## config.mk

```make
export PLATFORM = sky130hd
export DESIGN_NAME = afifo_rd_drain
export DESIGN_NICKNAME = d
export VERILOG_FILES = /design/src/rtl/afifo_pkte.sv /design/src/rtl/afifo_skid2.sv /design/src/rtl/afifo_rd_drain.sv
export SDC_FILE = /design/constraint.sdc
export NUM_CORES = 1
export LEC_CHECK = 0
export ABC_CLOCK_PERIOD_IN_PS = 2200
export BUFFER_PORTS_ARGS = -buffer_cell sky130_fd_sc_hd__buf_2
export CORE_MARGIN = 1.5
export CORE_UTILIZATION = 40
export CTS_BUF_LIST = sky130_fd_sc_hd__clkbuf_4
export CTS_CLUSTER_DIAMETER = 120
export DETAILED_ROUTE_END_ITERATION = 10
export PLACE_DENSITY_LB_ADDON = 0.1
export SLEW_MARGIN = 5
export SYNTH_ARGS = -nofsm -noshare
export SYNTH_HDL_FRONTEND = slang
export SYNTH_SLANG_ARGS = --single-unit
export TNS_END_PERCENT = 100
```

## constraint.sdc

```tcl
create_clock -name clk_rd -period 2.2 [get_ports clk_rd]
set_input_delay 0 -clock clk_rd [delete_from_list [all_inputs] [get_ports clk_rd]]
set_output_delay 0 -clock clk_rd [all_outputs]
set_load 0.01 [all_outputs]
```

## src/rtl/afifo_pkte.sv

```systemverilog
// Shared types and constants for the async FIFO and its read-side drain logic.
package afifo_pkte;

  localparam int unsigned DATA_W      = 8;
  localparam int unsigned RDBUF_DEPTH = 2;
  localparam int unsigned OCC_W       = $clog2(RDBUF_DEPTH + 1);

  typedef logic [DATA_W-1:0] data_ty;

  typedef enum logic [1:0] {
    S0 = 2'd0,
    S1 = 2'd1,
    S2 = 2'd2
  } rdbuf_state_e;

  function automatic logic [OCC_W-1:0] occ_of(input rdbuf_state_e s);
    case (s)
      S1:      return OCC_W'(1);
      S2:      return OCC_W'(2);
      default: return '0;
    endcase
  endfunction

endpackage

```

## src/rtl/afifo_skid2.sv

```systemverilog
// Two-entry ordered output buffer: one write port, valid/ready read port,
// occupancy tracked as an FSM with registered valid/occ outputs.
module afifo_skid2
  import afifo_pkte::*;
#(
  parameter int unsigned WIDTH = 8
) (
  input  logic             clk,
  input  logic             rst_n,
  input  logic             i_wr_en,
  input  logic [WIDTH-1:0] i_wr_data,
  output logic             o_valid,
  input  logic             i_ready,
  output logic [WIDTH-1:0] o_data,
  output logic [OCC_W-1:0] o_occ
);

  rdbuf_state_e     r_state;
  rdbuf_state_e     w_next;
  logic [WIDTH-1:0] r_head;
  logic [WIDTH-1:0] r_tail;
  logic             r_valid;
  logic [OCC_W-1:0] r_occ;
  logic             w_fire;

  assign w_fire  = r_valid & i_ready;
  assign o_valid = r_valid;
  assign o_data  = r_head;
  assign o_occ   = r_occ;

  always_comb begin
    w_next = r_state;
    case (r_state)
      S0:      if (i_wr_en) w_next = S1;
      S1: begin
        if (i_wr_en && !w_fire)      w_next = S2;
        else if (!i_wr_en && w_fire) w_next = S0;
      end
      S2:      if (w_fire) w_next = S1;
      default: w_next = S0;
    endcase
  end

  always_ff @(posedge clk or negedge rst_n) begin
    if (!rst_n) begin
      r_state <= S0;
      r_head  <= '0;
      r_tail  <= '0;
      r_valid <= 1'b0;
      r_occ   <= '0;
    end else begin
      r_state <= w_next;
      r_valid <= (w_next != S0);
      r_occ   <= occ_of(w_next);
      case (r_state)
        S0: if (i_wr_en) r_head <= i_wr_data;
        S1: begin
          // write+fire in S1 replaces the head; write alone lands behind it
          if (i_wr_en && w_fire) r_head <= i_wr_data;
          else if (i_wr_en)      r_tail <= i_wr_data;
        end
        S2: if (w_fire) r_head <= r_tail;
        default: ;
      endcase
    end
  end

  a_no_overflow: assert property (@(posedge clk) disable iff (!rst_n)
    !(r_state == S2 && i_wr_en && !w_fire));

endmodule

```

## src/rtl/afifo_rd_drain.sv

```systemverilog
// Read-side FIFO consumer: credit-limited pop issue, one-cycle-latency capture
// into a 2-entry buffer, and a wrapping pop counter.
module afifo_rd_drain
  import afifo_pkte::*;
#(
  parameter int unsigned WIDTH = 8,
  parameter int unsigned CNT_W = 16
) (
  input  logic             clk_rd,
  input  logic             rd_rst,
  input  logic             en,
  input  logic             empty,
  output logic             pop,
  input  logic [WIDTH-1:0] fifo_data,
  output logic [WIDTH-1:0] m_data,
  output logic             m_valid,
  input  logic             m_ready,
  output logic [CNT_W-1:0] pop_cnt,
  output logic             busy
);

  logic             r_inflight;
  logic [CNT_W-1:0] r_pop_cnt;
  logic [OCC_W-1:0] w_occ;
  logic [OCC_W-1:0] w_need;
  logic [OCC_W-1:0] w_budget;
  logic             w_fire;

  assign w_fire   = m_valid & m_ready;
  assign w_need   = w_occ + OCC_W'(r_inflight);
  assign w_budget = OCC_W'(1) + OCC_W'(w_fire);
  // rd_rst term keeps the strobe quiet while reset is held
  assign pop      = rd_rst & en & ~empty & (w_need <= w_budget);
  assign busy     = (w_occ != '0) | r_inflight;
  assign pop_cnt  = r_pop_cnt;

  afifo_skid2 #(.WIDTH(WIDTH)) u_buf (
    .clk       (clk_rd),
    .rst_n     (rd_rst),
    .i_wr_en   (r_inflight),
    .i_wr_data (fifo_data),
    .o_valid   (m_valid),
    .i_ready   (m_ready),
    .o_data    (m_data),
    .o_occ     (w_occ)
  );

  always_ff @(posedge clk_rd or negedge rd_rst) begin
    if (!rd_rst) begin
      r_inflight <= 1'b0;
      r_pop_cnt  <= '0;
    end else begin
      r_inflight <= pop;
      if (pop) r_pop_cnt <= r_pop_cnt + CNT_W'(1);
    end
  end

  a_no_pop_empty: assert property (@(posedge clk_rd) disable iff (!rd_rst)
    pop |-> !empty);
  a_occ_bound: assert property (@(posedge clk_rd) disable iff (!rd_rst)
    w_occ <= OCC_W'(RDBUF_DEPTH));
  a_stall_stable: assert property (@(posedge clk_rd) disable iff (!rd_rst)
    (m_valid && !m_ready) |=> $stable(m_data));

endmodule
```

==> flow_summary.ini <==
[run_status]
outcome = completed

[pwr]
ir_worst_vdd_uv = 468
leakage_nw = 1.07
p_total_mw = 2.34
power.density_nw_per_um2 = 1050

[clock_network]
cts_root_buf = clkbuf_4
clk_latency_ps = 330
htreeDepth = 2
clk_path_buf_depth = 2
clock_sinks = 38
cts.clk_slew.worst_paths_ps = 110
numCtsBuffers = 5
cts_tree = built

[critical_path]
path_depth = 8
crit_required_ps = 2420
crit_end = pop_cnt[8]
max_stage_delay_ps = 430
r2r_start = r_inflight
critPathArrivalTime_ps = 2250
rr_endpoint = pop_cnt[8]
cpMaxStageDelayCell = dfrtp_1
critPathTopFamily = adder cells
worst-path-max-fanout = 14
cp_cell_sequence = ha_1 > xor2_1 > ha_1 > nor2b_1 > o21ai_1 > buf_4 > nand4_1 > xnor2_1
crit_buf_inv = 1
crit_path_start = r_inflight
crit_path_start_kind = flop
reg2reg_depth = 8
path_class = reg2reg
r2r_slack_ps = 170
end_kind = flop
crit_top_cell = ha_1

[timing]
fin_ws_ps = 167
drv_slew = 0
tightestPinTransition_ps = 558
rsz0062_at_grt = no
layout_min_cycle_time_ps = 2030
fin_crit_sh = 0.924
setup_viol = 0
max_freq_mhz = 492
hold_violations = 0
slew-limit-headroom = 0.626
setup_tns_ps = 0
finClkSkew_ps = 4.30

[logic_synthesis]
synth_flop_cell = dfrtp_1
synth_warnings = 0
syn_area_um2 = 1800
synth_cell_types = 29
ys_async_sr_fraction = 1.00
synth_nets = 162
syn_avg_cell_area_um2 = 12.4
synth-seq-cells = 38
yosysSeqAreaShare = 0.529
synth_edf_count = 0
synthCells = 145

[layout]
syn_to_final_growth_pct = 23.5
n_fill_cell = 416
fin_nets = 215
drive_gt1_frac = 0.397
layout.cells.non_filler = 251
diodes = 0

[die]
die-area_um2 = 4910
die_h_um = 70.1
start_util = 0.413
placementRows = 24
ioPinCount = 40
core_um2 = 4350
dieWidth_um = 70.1

[routing]
wl_per_cell_um = 14.3
route.vias.total = 1293
drcViolationCount = 0
drtPass1Iterations = 4
wl_um = 3580
drt-initial-drc-count = 46
ant_nets = 0
via_per_inst = 5.15

[global_routing]
grt_max_degree = 39
antenna_found_initial = 0
grt-ovfl-total = 0
grtUsageTotal = 0.157
grt_pass1_wl_um = 6110
grt_pass1_vias = 1333

[placed_design]
place.gp.congestion = 0.758
place.port_buffers = 39
place_hpwl_um = 2570
place_inst = 233
pre_cts_slack_ps = 213

[job]
maxCapViolCount = 0

[hold_path]
hold_path_class = in2reg
[sequential cells by signal, summed over array words and instances (netlist names)]
signal and flops:
pop_cnt 16, r_inflight 1, u_buf.o_data 8, u_buf.o_occ 2, u_buf.o_valid 1, u_buf.r_state 2
u_buf.r_tail 8
[final cells by class]
cell class	instances	area, µm²	area share
Clock buffer	7	52.6	0.0236
Clock inverter	1	30.0	0.0135
Inverter	3	11.3	0.00507
Multi-Input combinational cell	99	805	0.362
Sequential cell	38	951	0.428
Tap cell	52	65.1	0.0293
Timing Repair Buffer	51	308	0.139
[kinds of logic (layout without fill, tap and decap cells)]
kind of cell / count (synthesis) / after routing / share of synthesized area
XOR/XNOR: 16 / 16 / 0.0779
multiplexers: 26 / 26 / 0.163
AO/OA/AOI/OAI: 9 / 9 / 0.0417
flip-flops: 38 / 38 / 0.529
adder cells (fa/ha/maj): 4 / 4 / 0.0278
buffers and inverters: 8 / 62 / 0.0257
AND/OR/NAND/NOR: 44 / 44 / 0.136
[cells in the mapped netlist (3+ instances only)]
master | instances | area [µm²]
and3_1 | 6 | 37.5
ha_1 | 4 | 50.1
inv_1 | 3 | 11.3
mux2_2 | 26 | 293
nand4_1 | 7 | 43.8
xnor2_1 | 15 | 131
nand2_1 | 7 | 26.3
dfrtp_1 | 38 | 951
nand3_1 | 11 | 55.1
[where the power goes]
part / internal (mW) / total (mW) / switching (mW) / leakage [nW]
registers: 0.904 / 1.05 / 0.148 / 0.494
logic: 0.400 / 0.795 / 0.395 / 0.528
clock network: 0.266 / 0.488 / 0.223 / 0.0463
total: 1.57 / 2.34 / 0.766 / 1.07
[how the worst min path moves through the flow]
stage | start | end | slack [ps] | cells past startpoint
after floorplan | rd_rst | pop_cnt[0] | -300 | 0
after global placement | rd_rst | u_buf.o_data[0] | 140 | 2
after detailed placement | rd_rst | u_buf.r_tail[0] | 160 | 2
after CTS | m_ready | u_buf.r_state[0] | 90 | 3
after global routing | m_ready | u_buf.r_state[0] | 100 | 3
final | m_ready | u_buf.r_state[0] | 110 | 3
[metrics by stage]
stage | area, µm² | util | hold WS, ps
final | 2220 | 0.510 | 113
after detailed placement | 2040 | 0.468 | 158
after global routing | 2220 | 0.510 | 102
after floorplan | 1800 | - | -296
after global placement | 2040 | 0.468 | 143
after CTS | 2210 | 0.508 | 85.5
[layer usage]
layer	share of wire	global-route usage	up-vias	wire length (µm)
li1	-	-	622	-
met1	0.43	0.194	630	1560
met2	0.51	0.265	36	1810
met3	0.047	0.0476	5	169
met4	0.013	0.0470	0	45
met5	0	0	-	0
[worst register-to-register path, stage by stage (launching register included)]
cell	delay, ps
dfrtp_1	430
ha_1	220
xor2_1	140
ha_1	280
nor2b_1	130
o21ai_1	190
buf_4	240
nand4_1	120
xnor2_1	160
[timing repair]
item,in CTS,in global routing
gates resized for setup,0,1
hold buffers,9,0
hold endpoints to repair,46,0
setup buffers,0,1
endpoints found under the setup margin,0,1
[layout by cell type (no fill, tap or decap)]
master	instances
mux2_2	26
nand2b_1	2
and2_1	1
buf_4	3
nand4b_1	1
a21boi_0	2
nand3_1	11
or3_1	1
nand4_1	7
xnor2_1	15
and3_1	6
dfrtp_1	38
bufinv_16	1
nor2_1	2
nor2b_1	2
buf_2	39
dlygate4sd3_1	9
and3b_1	1
o21ai_1	1
inv_1	3
nor3_1	2
a21oi_1	1
a31oi_2	1
and4_1	1
nand2_2	1
clkbuf_4	7
o21ai_0	1
xor2_1	1
nand2_1	6
ha_1	4
o22ai_1	2
o22ai_4	1
No activity file was read; power rests on OpenSTA's default activity.
